$ cat config.mk
export PLATFORM = sky130hd
export DESIGN_NAME = pc_run_ctrl
export DESIGN_NICKNAME = d
export VERILOG_FILES = /design/src/rtl/pc_run_ctrl.sv
export SDC_FILE = /design/constraint.sdc
export NUM_CORES = 1
export LEC_CHECK = 0
export CORE_AREA = 4 4 140 142
export DETAILED_ROUTE_END_ITERATION = 12
export DIE_AREA = 0 0 144 146
export GPL_TIMING_DRIVEN = 1
export SLEW_MARGIN = 20
export SYNTH_ARGS = -nofsm -noshare
export SYNTH_HDL_FRONTEND = slang
export SYNTH_SLANG_ARGS = --single-unit
$ cat constraint.sdc
create_clock -name Clk -period 6.4 [get_ports Clk]
set_input_delay 0.96 -clock Clk [delete_from_list [all_inputs] [get_ports Clk]]
set_output_delay 0.96 -clock Clk [all_outputs]
set_load 0.02 [all_outputs]
$ cat src/rtl/pc_run_ctrl.sv
// rtl/pc_run_ctrl.sv - PC sequencer: free-run/step/load control and LED byte display
// Optional breakpoint-to-HALT support is enabled by defining BREAKPOINT_EN.
module pc_run_ctrl #(
  parameter int              PC_W     = 32,
  parameter int              DIV_W    = 24,
  parameter int              PC_STEP  = 4,
  parameter logic [PC_W-1:0] RESET_PC = '0
) (
  input  logic             Clk,
  input  logic             Rst,
  input  logic             Run,
  input  logic             Step,
  input  logic             Load,
  input  logic [PC_W-1:0]  LoadAddr,
  input  logic [DIV_W-1:0] Div,
  input  logic             BpEn,
  input  logic [PC_W-1:0]  BpAddr,
  input  logic [1:0]       SW,
  output logic [PC_W-1:0]  PC,
  output logic             PcTick,
  output logic [1:0]       State,
  output logic             Halted,
  output logic [7:0]       LED
);

  typedef enum logic [1:0] {
    IDLE = 2'b00,
    RUN  = 2'b01,
    STEP = 2'b10,
    HALT = 2'b11
  } state_t;

  state_t           state, state_nxt;
  logic             step_s1, step_s2, step_s2_d;
  logic             step_evt;
  logic [DIV_W-1:0] presc, presc_nxt, div_eff;
  logic             advance;
  logic             bp_hit;
  logic [PC_W-1:0]  pc_inc;
  logic [PC_W-1:0]  pc_shift;

  assign div_eff  = (Div == '0) ? DIV_W'(1) : Div;
  assign pc_inc   = PC + PC_W'(PC_STEP);
  assign step_evt = step_s2 & ~step_s2_d;
  assign pc_shift = PC >> {SW, 3'b000};
  assign State    = state;

`ifdef BREAKPOINT_EN
  assign bp_hit = BpEn && (pc_inc == BpAddr);
  assign Halted = (state == HALT);
`else
  logic unused_bp;
  assign unused_bp = ^{BpEn, BpAddr};
  assign bp_hit    = 1'b0;
  assign Halted    = 1'b0;
`endif

  // Prescaler only counts while running; any other path leaves it at zero.
  always_comb begin
    state_nxt = state;
    presc_nxt = '0;
    advance   = 1'b0;
    case (state)
      IDLE: begin
        if (Run)           state_nxt = RUN;
        else if (step_evt) state_nxt = STEP;
      end
      RUN: begin
        if (!Run) begin
          state_nxt = IDLE;
        end else if (presc >= div_eff - DIV_W'(1)) begin
          advance = 1'b1;
          if (bp_hit) state_nxt = HALT;
        end else begin
          presc_nxt = presc + DIV_W'(1);
        end
      end
      STEP: begin
        advance   = 1'b1;
        state_nxt = IDLE;
      end
      HALT: begin
        if (!Run) state_nxt = IDLE;
      end
    endcase
    // Load pre-empts any advance and freezes the state, except STEP which must still retire.
    if (Load) begin
      advance   = 1'b0;
      presc_nxt = '0;
      state_nxt = (state == STEP) ? IDLE : state;
    end
  end

  always_ff @(posedge Clk) begin
    if (Rst) begin
      state     <= IDLE;
      presc     <= '0;
      PC        <= RESET_PC;
      PcTick    <= 1'b0;
      LED       <= 8'h00;
      step_s1   <= 1'b0;
      step_s2   <= 1'b0;
      step_s2_d <= 1'b0;
    end else begin
      state     <= state_nxt;
      presc     <= presc_nxt;
      PcTick    <= advance;
      LED       <= pc_shift[7:0];
      step_s1   <= Step;
      step_s2   <= step_s1;
      step_s2_d <= step_s2;
      if (Load)         PC <= LoadAddr;
      else if (advance) PC <= pc_inc;
    end
  end

endmodule

# Yosys cells after proc, flatten, opt, wreduce, memory -nomap -nowiden
# Index checks and enable logic that the tools add are counted.
# W data, S select, Z words.
classes:
  add_sub_neg: 3
  n_lt_le_gt_ge: 1
  eq_ne: 6
  shift: 1
  n_mux: 13
  bitwise: 4
  reduce_logical: 6
ops:
  columns: ["operator", "count"]
  rows:
  - ["$mux W32", 2]
  - ["$add A32 B3 Y32 const B", 1]
  - ["$shr A32 B5 Y8", 1]
  - ["$add A24 B1 Y24 const B", 1]
  - ["$ge A24 B24 Y1", 1]
  - ["$logic_not A24 Y1", 1]
  - ["$mux W24", 1]
  - ["$sub A24 B1 Y24 const B", 1]
  - ["$mux W2", 5]
  - ["$pmux W2 S3", 1]
  - ["$reduce_or A5 Y1", 1]
  - ["$eq A2 B2 Y1 const B", 2]
  - ["$ne A4 B4 Y1 const B", 1]
  - ["$mux W1", 3]
  - ["$ne A3 B2 Y1 const B", 1]
  - ["$not A1 Y1", 3]
  - ["$reduce_and A3 Y1", 1]
  - ["$eq A2 B1 Y1 const B", 1]
  - ["$logic_not A2 Y1", 1]
  - ["$ne A2 B1 Y1 const B", 1]
  - ["$pmux W1 S2", 1]
  - ["$reduce_bool A2 Y1", 1]
  - ["$reduce_or A2 Y1", 1]
  - ["$and A1 B1 Y1", 1]
word_totals:
  reg_bits: 70
  inputBits: 96
  output_inout_bits: 44
  wordCells: 42

# Logic depth before layout (Yosys ltp)
# Gate-level depths: netlist of the first run.
depth:
  ltp_word: 10
  mapped_depth: 19
  ltp_nobuf: 18

# Worst setup path after synthesis of the first run
# Ideal clock, no wire load.
synth_timing:
  path_type: "input port to flip-flop"
  start: "input Div[10]"
  end: "register PC[30]"
  setup_time_ns: 0.091
  t_arrival_ns: 5.127
  required_time_ns: 6.309
  slack_ns: 1.182
  path_stages: 18
  n_path_buf: 0
  cell_sequence: "or4_1 -> nor3_1 -> nand3_1 -> nor4_1 -> nor2_1 -> ha_1 -> nand2_1 -> or3_1 -> nor2_1 -> xnor2_1 -> ha_1 -> nand4_1 -> nor3_1 -> or4b_4 -> a31oi_4 -> o21ai_2 -> or4_1 -> a311oi_1"
synth_between:
  elab_chain_len: 9
synth_rtl:
  columns: ["element", "line", "text"]
  rows:
  - ["from (decl)", "15", "input logic [DIV_W-1:0] Div,"]
  - ["$logic_not A24 Y1", "42", "assign div_eff = (Div == '0) ? DIV_W'(1) : Div;"]
  - ["$mux W24 (*)", "42", null]
  - ["$sub A24 B1 Y24 (*)", "71", "end else if (presc >= div_eff - DIV_W'(1)) begin"]
  - ["$ge A24 B24 Y1 (*)", "71", null]
  - ["$mux W1 (*)", "71", null]
  - ["$mux W1 (*)", "69", "if (!Run) begin"]
  - ["$pmux W1 S2 (*)", "63", "case (state)"]
  - ["$mux W1 (*)", "87", "if (Load) begin"]
  - ["$reduce_bool A2 Y1 (no line) (*)", null, null]
  - ["to (signal assigned)", "112", "if (Load) PC <= LoadAddr;"]
  - ["to (signal assigned)", "113", "else if (advance) PC <= pc_inc;"]
  - ["to (decl)", "19", "output logic [PC_W-1:0] PC,"]
# Every way passes the cells marked *; elsewhere a longest branch is shown, timed or not.
# A chain may end at the register's enable or synchronous reset.

# Worst setup path after layout of the first run
layout_timing:
  start: "input Div[10]"
  end: "register PC[22]"
# Same word-level chain as after synthesis.

==> results.md, run 1 <==
- Share of synthesized flip-flops with an asynchronous set or reset: 0%
- Syn Std Cell Area: 4510 µm²
- Status: completed
- Die height: 146 µm
- Crit path buffers/inverters: 1
- Final Critical Period: 5.78 ns
- Post-Synthesis Cells: 518
- Worst-margin pin slew: 0.644 ns
- Initial Util: 24.4%
- Mux contribution to synthesized area: 5.27%
- Clk slew on worst S/H paths: 0.06 ns
- Number of synthesized flops with an enable pin: 0
- Final worst path period share: 90.2%
- Post-synthesis xor/xnor area fraction: 11.5%
- Setup repair bufs after CTS: 0
- Largest net degree at the start of global routing: 48
- CTS resizes: 0
- Commonest non-fill, non-tap cell in the layout: clkdlybuf4s50_1
- Area Overhead vs Synth: 35.1%
- Hold_buf cts: 0
- FMAX: 173 MHz
- CP Capture Point: PC[22]
- Origin of the worst setup path: Div[10]
- Htree depth: 3
- Die X: 144 µm
- Via-per-instance ratio: 4.80
- Die ar.: 21000 µm²
- Simple-gate share of the synthesized area: 22.2%
- Buffer depth of the longest clock path: 2
- Worst R2R Path Depth: 8
- Top delay family on crit path: simple AND/OR/NAND/NOR gates
- Synthesized Nets: 645
- Hpwl dp: 9910 µm
- DRC viols: 0
- Worst clock skew: 0.00821 ns
- Yosys reg bits: 70
- Routability cong.: 0.842
- Setup TNS: 0 ns
- DR vias: 4125
- Average wire per standard cell: 14.9 µm
- GRT Residual Overflow: 0
- Largest family of logic cells by synthesized area: simple AND/OR/NAND/NOR gates
- N_diodes: 0
- CORE AREA: 18500 µm²
- CTS buffer count: 9
- Initial antenna violation count: 1
- Final wirelength: 12800 µm
- Io pins: 140
- Clk Latency, worst-skew pair: 0.34 ns
- FF-to-FF Start: presc[14]
- Gr usage total: 12.1%
- Hold crit path type: flip-flop to flip-flop
- Most frequent cells in the layout: clkdlybuf4s50_1 (104), dfxtp_1 (70), nor2_1 (65)
- Syn. warnings: 0
- CP Data Arrival Time: 6.02 ns
- FF-to-FF End: PC[22]
- Worst setup EP type: flip-flop
- Pre-Repair DR Iteration Count: 4
- IR Drop Worst-Case VDD: 0.123 mV
- Initial DRC count: 261
- R2r setup slk: 3.49 ns
- Final setup violation count: 0
- Mapped Avg Cell Area: 8.71 µm²
- Quantity of I/O buffers inserted on ports: 105
- Post-synthesis sequential area ratio: 31.1%
- Maximum net fanout on the critical path: 10
- Compound-Gate Fraction of Synth Area: 16.1%
- CTS root buffer: clkbuf_16
- Top FF cell, synth: dfxtp_1
- Worst slack at placement: 0.255 ns
- First-pass GRT wire length: 20300 µm
- Setup WS post-layout: 0.625 ns
- Crit Path Category: primary input to flip-flop
- Final nets: 747
- Max-cap violations: 0
- Final hold violations: 0
- Worst path max stage delay: 0.58 ns
- Vias in the first global route: 3932
- Slew headroom: 57.0%
- Sink Count: 70
- CP max stage cell: or4_1
- CP Data Required Time: 6.65 ns
- Crit start category: primary input
- Crit-path cells: clkdlybuf4s50_1 > or4_1 > nor3_1 > nand3_1 > nor4_1 > nor2_1 > ha_1 > nand2_1 > or3_1 > nor2_1 > xnor2_1 > ha_1 > nand4_1 > nor3_1 > or4b_4 > a31oi_4 > o21ai_2 > or4_1 > a311oi_1
- Post-synthesis adder-cell area fraction: 8.60%
- CTS tree: yes
- P per Cell Area: 198 nW/µm²
- Count of pins over their slew limit: 0
- Lkg Pwr: 2.15 nW
- RSZ-0062 raised after global routing: no
- Synth unique cells: 63
- Share of cells above drive strength 1: 7.20%
- Standard-cell row count: 50
- Critical path depth in cells: 19
- Hold Slack: 0.442 ns
- Final ANT Viol Nets: 0
[report_power, final]
part / switching (W) / internal (W)
Clock: 0.000187 / 0.000352
Sequential: 0.0000253 / 0.000454
Combinational: 0.0000843 / 0.000102
[how the worst min path moves through the flow]
stage	from	endpoint	cells after the start
finish	step_s2	step_s2_d	2
global route	step_s2	step_s2_d	2
CTS	step_s2	step_s2_d	2
detailed placement	step_s2	step_s2_d	2
global placement	step_s1	step_s2	1
floorplan	step_s2	step_s2_d	2
[registers in the layout (all words and copies together), names as in the netlist]
signal	cells
step_s1	1
presc	24
State	2
PC	32
step_s2_d	1
step_s2	1
PcTick	1
LED	8
[area by class of cell]
| cell class | count | area [µm²] |
|---|---|---|
| Timing Repair Buffer | 115 | 1120 |
| Clock inverter | 3 | 67.6 |
| Inverter | 23 | 86.3 |
| Clock buffer | 13 | 250 |
| Multi-Input combinational cell | 401 | 2880 |
| Sequential cell | 70 | 1400 |
| Tap cell | 234 | 293 |
| Fill cell | 1937 | 12400 |
[kinds of logic (layout without fill, tap and decap cells)]
logic type,Yosys count,after routing
buf+inv,47,154
fa+ha+maj,31,31
xor+xnor,59,59
mux,13,13
flops,70,70
compound gates,100,100
simple gates,197,197
other cells,1,1
[through the flow]
step	instances	utilization, %	total power [W]	instance area, µm²
floorplan	518	-	0.000576	4510
global placement	843	31.3	0.000676	5780
detailed placement	843	31.3	0.000677	5780
CTS	859	33.0	0.00123	6090
global route	859	33.0	0.00126	6090
finish	859	33.0	0.00121	6090
[Yosys cell counts (all sizes together), types with 12 or more instances]
| cell type | n | area share (%) |
|---|---|---|
| ha | 31 | 8.6 |
| dfxtp | 70 | 31 |
| xnor2 | 36 | 7.0 |
| o21ai | 13 | 1.5 |
| a21oi | 19 | 2.1 |
| and3 | 12 | 1.7 |
| xor2 | 23 | 4.5 |
| nand3 | 21 | 2.3 |
| nand2 | 30 | 2.6 |
| nor2 | 66 | 5.7 |
| clkbuf | 21 | 2.7 |
| inv | 23 | 1.9 |
| nor3 | 14 | 1.6 |
[routing by layer]
metal	vias to the layer above	track usage [%]	share of wire (%)
met5	-	0	0.16
met4	2	4.19	1.7
met3	20	3.45	6.9
met2	113	18.6	44
met1	1905	16.1	48
li1	2085	-	-
[worst reg2reg max path: stages, from the launching register on]
cell and delay, ns:
dfxtp_1 0.35, ha_1 0.33, nand4_1 0.13, nor3_1 0.25
or4b_4 0.53, a31oi_4 0.28, o21ai_2 0.18, or4_1 0.54
a311oi_1 0.26
Power figures use the tool's default switching activity.
==> run 2, diff against run 1 <==
--- a/config.mk
+++ b/config.mk
@@ -5,10 +5,11 @@
 export SDC_FILE = /design/constraint.sdc
 export NUM_CORES = 1
 export LEC_CHECK = 0
-export CORE_AREA = 4 4 140 142
+export CORE_AREA = 2 2 138 140
 export DETAILED_ROUTE_END_ITERATION = 12
-export DIE_AREA = 0 0 144 146
+export DIE_AREA = 0 0 140 142
 export GPL_TIMING_DRIVEN = 1
+export REMOVE_ABC_BUFFERS = 1
 export SLEW_MARGIN = 20
 export SYNTH_ARGS = -nofsm -noshare
 export SYNTH_HDL_FRONTEND = slang
==> run 2 against run 1 <==
  * The flow now finishes with violations (DRC)
  * First-iteration DRC count is 19% lower
  * Total power grew 5.1%
  * Die area fell by 5.4%
  * Critical path depth did not move
  * Final cell count fell by 0.35%
  * Flip-flop and latch count did not move
  * Design area grew 0.25%
==> results.md, run 2 (synthesis gave the netlist of run 1 again) <==
- Largest net degree at the start of global routing: 48 (unchanged)
- Worst-margin pin slew: 0.669 ns (+0.0243 ns)
- Biggest regs: PC: 32 flops, presc: 24 flops, LED: 8 flops
- CP Capture Point: PC[16]
- Initial Util: 24.4% (unchanged)
- Final Critical Period: 5.85 ns (+0.0783 ns)
- Final ANT Viol Nets: 0 (unchanged)
- Met2 WL post-DR: 5450 µm (-2.5%)
- First-pass GRT wire length: 20600 µm (+1.7%)
- Placed cell count: 840 (-0.36%)
- FF-to-FF Start: presc[14]
- CP Data Arrival Time: 6.11 ns (+0.09 ns)
- Status: finished with violations
- FF-to-FF End: PC[16]
- Maximum net fanout on the critical path: 10 (unchanged)
- CTS resizes: 0 (unchanged)
- Lkg Pwr: 2.16 nW (+0.38%)
- P per Cell Area: 207 nW/µm² (+4.9%)
- Setup repair bufs after CTS: 0 (unchanged)
- Worst R2R Path Depth: 8 (unchanged)
- Initial DRC count: 212 (-19%)
- Multi-input combinational cell area: 2880 µm² (unchanged)
- Final wirelength: 12600 µm (-1.9%)
- Pre-Repair DR Iteration Count: 8 (+4)
- Hpwl dp: 9360 µm (-5.5%)
- Share of cells above drive strength 1: 7.40% (+0.20 points)
- Final nets: 744 (-0.40%)
- Commonest non-fill, non-tap cell in the layout: clkdlybuf4s50_1
- Gr usage total: 13.0% (+0.93 points)
- Layout Cells excl Fill: 856 (-0.35%)
- Origin of the worst setup path: Div[10]
- CTS root buffer: clkbuf_16
- Die X: 140 µm (-2.8%)
- Wire length on met3: 790 µm (-11%)
- DRC viols: 15 (+15)
- RSZ-0062 raised after global routing: no
- Max-cap violations: 0 (unchanged)
- Sink Count: 70 (unchanged)
- Hold crit path type: flip-flop to flip-flop
- Switching Power: 0.000316 W (+6.7%)
- Average wire per standard cell: 14.7 µm (-1.6%)
- WL met1: 6130 µm (+0.64%)
- Sw frac: 25.0% (+0.37 points)
- Combinational power share: 14.7% (-0.8 points)
- Hold_buf cts: 0 (unchanged)
- Buffer depth of the longest clock path: 2 (unchanged)
- Htree depth: 3 (unchanged)
- Clk Latency, worst-skew pair: 0.35 ns (about the same)
- DR vias: 4105 (-0.48%)
- Top layer in use: met4
- Vias in the first global route: 3947 (+0.38%)
- Standard-cell row count: 50 (unchanged)
- Setup TNS: 0 ns (unchanged)
- Io pins: 140 (unchanged)
- Register Area: 1400 µm² (unchanged)
- FMAX: 171 MHz (-1.3%)
- Clock share of power: 47.5% (+2.8 points)
- Biggest register: PC
- CTS buffer count: 9 (unchanged)
- Seq pwr share: 37.8% (-2.0 points)
- Most frequent cells in the layout: clkdlybuf4s50_1 (104), dfxtp_1 (70), nor2_1 (65)
- Worst clock skew: 0.0103 ns (+0.00206 ns)
- GRT Residual Overflow: 0 (unchanged)
- Initial antenna violation count: 0 (-1)
- Routability cong.: 0.828 (-1.6%)
- Max FFs per register: 32 (unchanged)
- CP Data Required Time: 6.66 ns (about the same)
- Final setup violation count: 0 (unchanged)
- Worst setup EP type: flip-flop
- P_int: 0.000951 W (+4.6%)
- IR Drop Worst-Case VDD: 0.127 mV (+3.6%)
- Slew headroom: 55.4% (-1.6 points)
- CTS tree: yes
- Quantity of I/O buffers inserted on ports: 105 (unchanged)
- N_diodes: 0 (unchanged)
- Count of pins over their slew limit: 0 (unchanged)
- Clk slew on worst S/H paths: 0.06 ns (about the same)
- Crit start category: primary input
- CORE AREA: 18500 µm² (unchanged)
- Failing checks: DRC
- Crit Path Category: primary input to flip-flop
- Power, Total: 0.00127 W (+5.1%)
- Die height: 142 µm (-2.7%)
- Final worst path period share: 91.5% (+1.2 points)
- Die ar.: 19900 µm² (-5.4%)
- Area Overhead vs Synth: 35.4%
- Final hold violations: 0 (unchanged)
- Via-per-instance ratio: 4.80 (-0.14%)
- R2r setup slk: 3.49 ns (about the same)
- Fill cells: 1880 (-2.9%)
run 2: metal layers:
| metal | track usage (%) | vias to the layer above |
|---|---|---|
| met2 | 20.6 | 133 |
| met5 | 0 | - |
| met3 | 4.00 | 18 |
| li1 | - | 2082 |
| met4 | 3.40 | 0 |
| met1 | 17.4 | 1872 |
run 2: stage by stage:
| step | area (µm²) | setup WS, ns | hold WS [ns] | util, % |
|---|---|---|---|---|
| floorplan | 4360 | 1.05 | 0.407 | - |
| global placement | 5750 | 0.250 | 0.418 | 31.2 |
| detailed placement | 5750 | 0.171 | 0.423 | 31.2 |
| CTS | 6110 | 0.550 | 0.439 | 33.1 |
| global route | 6110 | 0.216 | 0.455 | 33.1 |
| finish | 6110 | 0.547 | 0.437 | 33.1 |
run 2: worst max-delay path: stages:
cell and delay [ns]:
clkdlybuf4s50_1 0.48, or4_1 0.57, nor3_1 0.29, nand3_1 0.18, nor4_1 0.31, nor2_1 0.12, ha_1 0.26, nand2_1 0.10
or3_1 0.17, nor2_1 0.07, xnor2_1 0.13, ha_1 0.31, nand4_1 0.11, nor3_1 0.27, or4b_4 0.54, a31oi_4 0.25
o21ai_2 0.17, or4_1 0.54, a311oi_1 0.26
run 2: layout make-up:
| class | count | area share (%) |
|---|---|---|
| clock buffer | 10 | 3.91 |
| clock inverter | 6 | 1.90 |
| inverter | 23 | 1.41 |
| multi-input combinational | 401 | 47.1 |
| sequential | 70 | 22.9 |
| tap | 234 | 4.79 |
| timing repair buffer | 112 | 18.0 |
run 2: worst min path at each step:
stage	startpoint	end	depth (start not counted)
after CTS	step_s2	step_s2_d	2
after floorplan	step_s2	step_s2_d	2
after detailed placement	step_s2	step_s2_d	2
after global routing	step_s2	step_s2_d	2
final	step_s2	step_s2_d	2
after global placement	step_s1	step_s2	1
run 2: power groups by stage:
| stage | registers (W) | logic (W) | clock network (W) |
|---|---|---|---|
| 6_report | 0.000479 | 0.000186 | 0.000602 |
| 3_5_place_dp | 0.000488 | 0.000186 | 0 |
| 2_1_floorplan | 0.000502 | 0.0000635 | 0 |
| 3_3_place_gp | 0.000488 | 0.000186 | 0 |
| 4_1_cts | 0.000478 | 0.000187 | 0.000619 |
| 5_1_grt | 0.000482 | 0.000203 | 0.000638 |
